$ cat src/rtl/spin_ctrl.sv
// spin_ctrl: wheel-position sequencer for seg_driver.
// Auto-spins at one of four speeds in either direction while enabled, or
// single-steps on rising edges of step_i while stopped. pos_o cycles 0..5.
module spin_ctrl #(
    parameter int BASE_DIV = 2,
    parameter int CNT_W    = 24
) (
    input  logic       clk_i,
    input  logic       rst_i,
    input  logic       en_i,
    input  logic       dir_i,
    input  logic [1:0] speed_i,
    input  logic       step_i,
    output logic [2:0] pos_o,
    output logic       tick_o,
    output logic       lap_o
);

    typedef enum logic {
        ST_STOP = 1'b0,
        ST_RUN  = 1'b1
    } state_t;

    state_t             state_q, state_d;
    logic [CNT_W-1:0]   presc_q, presc_d;
    logic               step_q, step_d;
    logic [1:0]         speed_q, speed_d;
    logic [2:0]         pos_q, pos_d;
    logic               tick_q, tick_d;
    logic               lap_q, lap_d;

    logic               advance_s;
    logic [CNT_W-1:0]   period_s;
    logic [CNT_W-1:0]   term_s;
    logic [3:0]         next_s;

    // Next wheel position as {wrap, pos}; illegal positions recover to 0 without a lap.
    function automatic logic [3:0] next_pos(input logic [2:0] pos, input logic dir);
        logic [3:0] r;
        r = 4'b0000;
        if (pos > 3'd5) begin
            r = {1'b0, 3'd0};
        end else if (dir == 1'b0) begin
            if (pos == 3'd5) r = {1'b1, 3'd0};
            else             r = {1'b0, pos + 3'd1};
        end else begin
            if (pos == 3'd0) r = {1'b1, 3'd5};
            else             r = {1'b0, pos - 3'd1};
        end
        return r;
    endfunction

    // Step period scales BASE_DIV by 1x/2x/4x/8x for speed 3/2/1/0.
    always_comb begin
        period_s = CNT_W'(BASE_DIV) << (2'd3 - speed_q);
        term_s   = period_s - CNT_W'(1);
    end

    // FSM state register.
    always_ff @(posedge clk_i or posedge rst_i) begin
        if (rst_i) begin
            state_q <= ST_STOP;
        end else begin
            state_q <= state_d;
        end
    end

    // FSM next-state logic: en_i alone selects RUN or STOP.
    always_comb begin
        state_d = state_q;
        case (state_q)
            ST_STOP: begin
                if (en_i) state_d = ST_RUN;
                else      state_d = ST_STOP;
            end
            ST_RUN: begin
                if (!en_i) state_d = ST_STOP;
                else       state_d = ST_RUN;
            end
            default: state_d = ST_STOP;
        endcase
    end

    // FSM outputs: prescaler, speed latch, step edge detect and advance decision.
    always_comb begin
        advance_s = 1'b0;
        presc_d   = presc_q;
        speed_d   = speed_q;
        step_d    = step_i;
        case (state_q)
            ST_STOP: begin
                presc_d = '0;
                speed_d = speed_i;
                // Entering RUN takes priority over a coincident step edge.
                if (!en_i && step_i && !step_q) advance_s = 1'b1;
                else                            advance_s = 1'b0;
            end
            ST_RUN: begin
                if (!en_i) begin
                    presc_d = '0;
                end else if (speed_i != speed_q) begin
                    speed_d = speed_i;
                    presc_d = '0;
                end else if (presc_q == term_s) begin
                    presc_d   = '0;
                    advance_s = 1'b1;
                end else begin
                    presc_d = presc_q + CNT_W'(1);
                end
            end
            default: begin
                presc_d   = '0;
                advance_s = 1'b0;
            end
        endcase

        next_s = next_pos(pos_q, dir_i);
        if (advance_s) begin
            pos_d = next_s[2:0];
            lap_d = next_s[3];
        end else begin
            pos_d = pos_q;
            lap_d = 1'b0;
        end
        tick_d = advance_s;
    end

    // Datapath and output registers.
    always_ff @(posedge clk_i or posedge rst_i) begin
        if (rst_i) begin
            presc_q <= '0;
            step_q  <= 1'b0;
            speed_q <= 2'd0;
            pos_q   <= 3'd0;
            tick_q  <= 1'b0;
            lap_q   <= 1'b0;
        end else begin
            presc_q <= presc_d;
            step_q  <= step_d;
            speed_q <= speed_d;
            pos_q   <= pos_d;
            tick_q  <= tick_d;
            lap_q   <= lap_d;
        end
    end

    assign pos_o  = pos_q;
    assign tick_o = tick_q;
    assign lap_o  = lap_q;

endmodule

$ cat config.mk
export PLATFORM = sky130hd
export DESIGN_NAME = spin_ctrl
export DESIGN_NICKNAME = d
export VERILOG_FILES = /design/src/rtl/spin_ctrl.sv
export SDC_FILE = /design/constraint.sdc
export NUM_CORES = 1
export LEC_CHECK = 0
export BUFFER_PORTS_ARGS = -buffer_cell sky130_fd_sc_hd__buf_2
export CAP_MARGIN = 20
export CORE_UTILIZATION = 62
export CTS_BUF_LIST = sky130_fd_sc_hd__clkbuf_8
export CTS_CLUSTER_SIZE = 14
export DETAILED_ROUTE_END_ITERATION = 7
export PLACE_DENSITY = 0.82
export SLEW_MARGIN = 20
export SYNTH_ARGS = -nofsm -noshare
export SYNTH_HDL_FRONTEND = slang
export SYNTH_SLANG_ARGS = --single-unit
$ cat constraint.sdc
create_clock -name clk_i -period 2.6 [get_ports clk_i]
set_input_delay 0.26 -clock clk_i [delete_from_list [all_inputs] [get_ports clk_i]]
set_output_delay 0.26 -clock clk_i [all_outputs]
set_load 0.05 [all_outputs]
==> summary.txt <==
STA
  • Max-slew violations: 0
  • RSZ-0062 raised after global routing: false
  • Final period utilization: 78.9%
  • Final Hold Viols: 0
  • Fmax: 487 MHz
  • Worst-Margin Slew: 0.465 ns
  • Fin Setup TNS: 0 ns
  • Minimum clock period: 2.05 ns
  • Layout Skew: 0.00687 ns
  • Setup violators final: 0
  • Slew Limit Headroom: 68.7%

Synthesis
  • Yosys top cell by area: dfrtp_1
  • Async set or reset register ratio after synthesis: 100%
  • Area share of the largest cell type after synthesis: 47.7%
  • EDFF count, synth: 0
  • Mapped Cells: 171
  • Synth area leaders: dfrtp_1, xor2_1, nor2_1
  • Yosys reg bits: 33
  • Synth warn: 0
  • Net count after synthesis: 180
  • Sequential-to-total area share from yosys stat: 47.7%
  • Cell area after synthesis: 1730 um^2
  • Top_reg_cell synth: dfrtp_1
  • Avg Inst Size Synth: 10.1 um^2
  • Synth cell types: 40

Detailed routing
  • DRC Markers: 0
  • Vias per cell: 5.94
  • Vias post-DR: 1272
  • First DRT Iteration DRCs: 11
  • Wire per inst: 15.2 um
  • TritonRoute pass-1 iters: 4
  • Antenna Violating Nets Remaining: 0
  • DRT Wirelength: 3260 um

Critical path
  • R2r worst-path depth: 5
  • Max incr delay on CP: 0.53 ns
  • Crit Path Category: reg2reg
  • Worst setup EP type: flip-flop
  • R2r startpoint: presc_q[19]
  • Setup crit start: presc_q[19]
  • Worst R2R Setup Slack: 0.55 ns
  • Arr. time, crit path: 2.22 ns
  • Worst-path fanout max: 4
  • CP startpoint kind: flip-flop
  • Critical path's slowest cell: or4b_4
  • CP top delay family: simple AND/OR/NAND/NOR gates
  • Data required, critical path: 2.77 ns
  • Crit-path cells: nor4_1 -> nand4_1 -> or4b_4 -> and2_4 -> mux2_4
  • WP buf/inv: 0
  • Worst r2r dst: pos_o[0]

Clock tree
  • Post-CTS Hold Buffers: 0
  • Clock transition at the registers of the reported paths: 0.06 ns
  • Clock buffer depth: 2
  • CTS tree: done
  • Num CTS Buffers: 5
  • H-tree Lvls: 2
  • CTS sink cnt: 33
  • Post-CTS setup buffer count: 0
  • Skew-Pair Late Insertion Delay: 0.29 ns
  • CTS Root Cell: clkbuf_8
  • Post-CTS Resized: 0

Place
  • DP HPWL: 2230 um
  • GPL Wtd Cong: 0.816
  • Placed insts: 207
  • Count of input and output buffers: 11

Power and ir drop
  • Maximum VDD drop: 0.816 mV
  • Pwr Density: 671 nW/um^2
  • P_leak: 0.802 nW

Global routing
  • First-pass GRT wire length: 5070 um
  • Gr ovfl total: 0
  • Number of global-route vias before repair: 1181
  • Largest net degree at the start of global routing: 34
  • Initial antenna violation count: 0
  • GRT Total Usage: 25.4%

Floorplanning
  • Initial core utilization: 67.4%
  • Site Rows: 18
  • Die W: 54.9 um
  • Core Box Area: 2570 um^2
  • Top Ports: 12
  • Die Ht: 54.9 um
  • Die area: 3010 um^2

Final layout
  • Ant diodes: 0
  • Final Net Count: 193
  • Non-Filler Instances: 214
  • Layout cell share with drive strength beyond 1: 19.0%
  • Area grow syn2layout: 9.03%
  • Layout fillers: 192
  • Register Area: 826 um^2
  • Area of the multi-input gates: 857 um^2
  • Most common cell after layout, fill and taps aside: dfrtp_1
  • Most frequent cells in the layout: dfrtp_1, nor2_1, xor2_1

Min path
  • Worst Hold Class: in2async

Outcome
  • Status: complete, no violations

Flow run
  • # Max-Cap Violations: 0
[layout make-up]
| type | count | area share [%] |
|---|---|---|
| clock buffers | 6 | 4.37 |
| repair buffers | 12 | 3.31 |
| inverters | 5 | 0.994 |
| clock inverters | 1 | 0.199 |
| multi-input cells | 127 | 45.4 |
| flip-flops and latches | 33 | 43.7 |
| well taps | 30 | 1.99 |
[state kept, by name (all words and copies together), names as in the netlist]
register and count:
presc_q 24, pos_o 3, speed_q 2, lap_o 1, state_q 1, step_q 1
tick_o 1
[synth_stat cells (2+ instances only)]
cell type	n
dfrtp_1	33
ha_1	2
mux2_2	2
nor3_1	2
nand3_1	7
inv_1	5
nand4_1	11
a211oi_1	2
nor4_2	3
nand2_1	11
nor2b_1	3
clkbuf_1	5
and3_1	2
xnor2_1	8
or2_2	2
a21oi_1	3
nor2_1	30
nand2b_1	2
xor2_1	17
[metrics by stage]
stage	setup slack, ns	hold WS [ns]	utilization [%]	power, W	cell area (um^2)
floorplan	0.674	0.291	-	0.000821	1730
global placement	0.580	0.358	70.2	0.000871	1800
detailed placement	0.562	0.364	70.2	0.000893	1800
CTS	0.548	0.0571	73.5	0.00128	1890
global route	0.459	0.0852	73.5	0.00132	1890
finish	0.548	0.0428	73.5	0.00127	1890
[how the worst max path moves through the flow]
stage,endpoint,cells after the start
3_3_place_gp,pos_o[0],5
2_1_floorplan,pos_o[0],5
4_1_cts,pos_o[0],5
3_5_place_dp,pos_o[0],5
5_1_grt,pos_o[0],5
6_report,pos_o[0],5
[layer usage]
| metal | up-vias | wire length (um) | part of all wire, % | track usage (%) |
|---|---|---|---|---|
| li1 | 609 | - | - | - |
| met1 | 632 | 1430 | 44 | 29.0 |
| met2 | 22 | 1610 | 49 | 39.8 |
| met3 | 9 | 132 | 4.0 | 10.3 |
| met4 | 0 | 91 | 2.8 | 14.5 |
| met5 | - | 0 | 0 | 0 |
[power by group]
| part | internal (W) | leakage [nW] | total, W | switching [W] |
|---|---|---|---|---|
| Sequential | 0.000543 | 0.445 | 0.000598 | 0.0000549 |
| Clock | 0.000206 | 0.0485 | 0.000380 | 0.000174 |
| Combinational | 0.000103 | 0.308 | 0.000289 | 0.000186 |
[tightest hold or removal path: cells and delay by family]
family | cells | cell delay, ns
buf+inv | 3 | 0.49
[cell families after synthesis]
| logic type | synth area share [%] |
|---|---|
| muxes | 2.75 |
| xor gates and xnor gates | 12.6 |
| and+or+nand+nor | 27.1 |
| adders and majority gates | 1.44 |
| AOI/OAI and AO/OA | 5.56 |
| buffers and inverters | 2.82 |
| DFF | 47.7 |
Power figures use the tool's default switching activity.
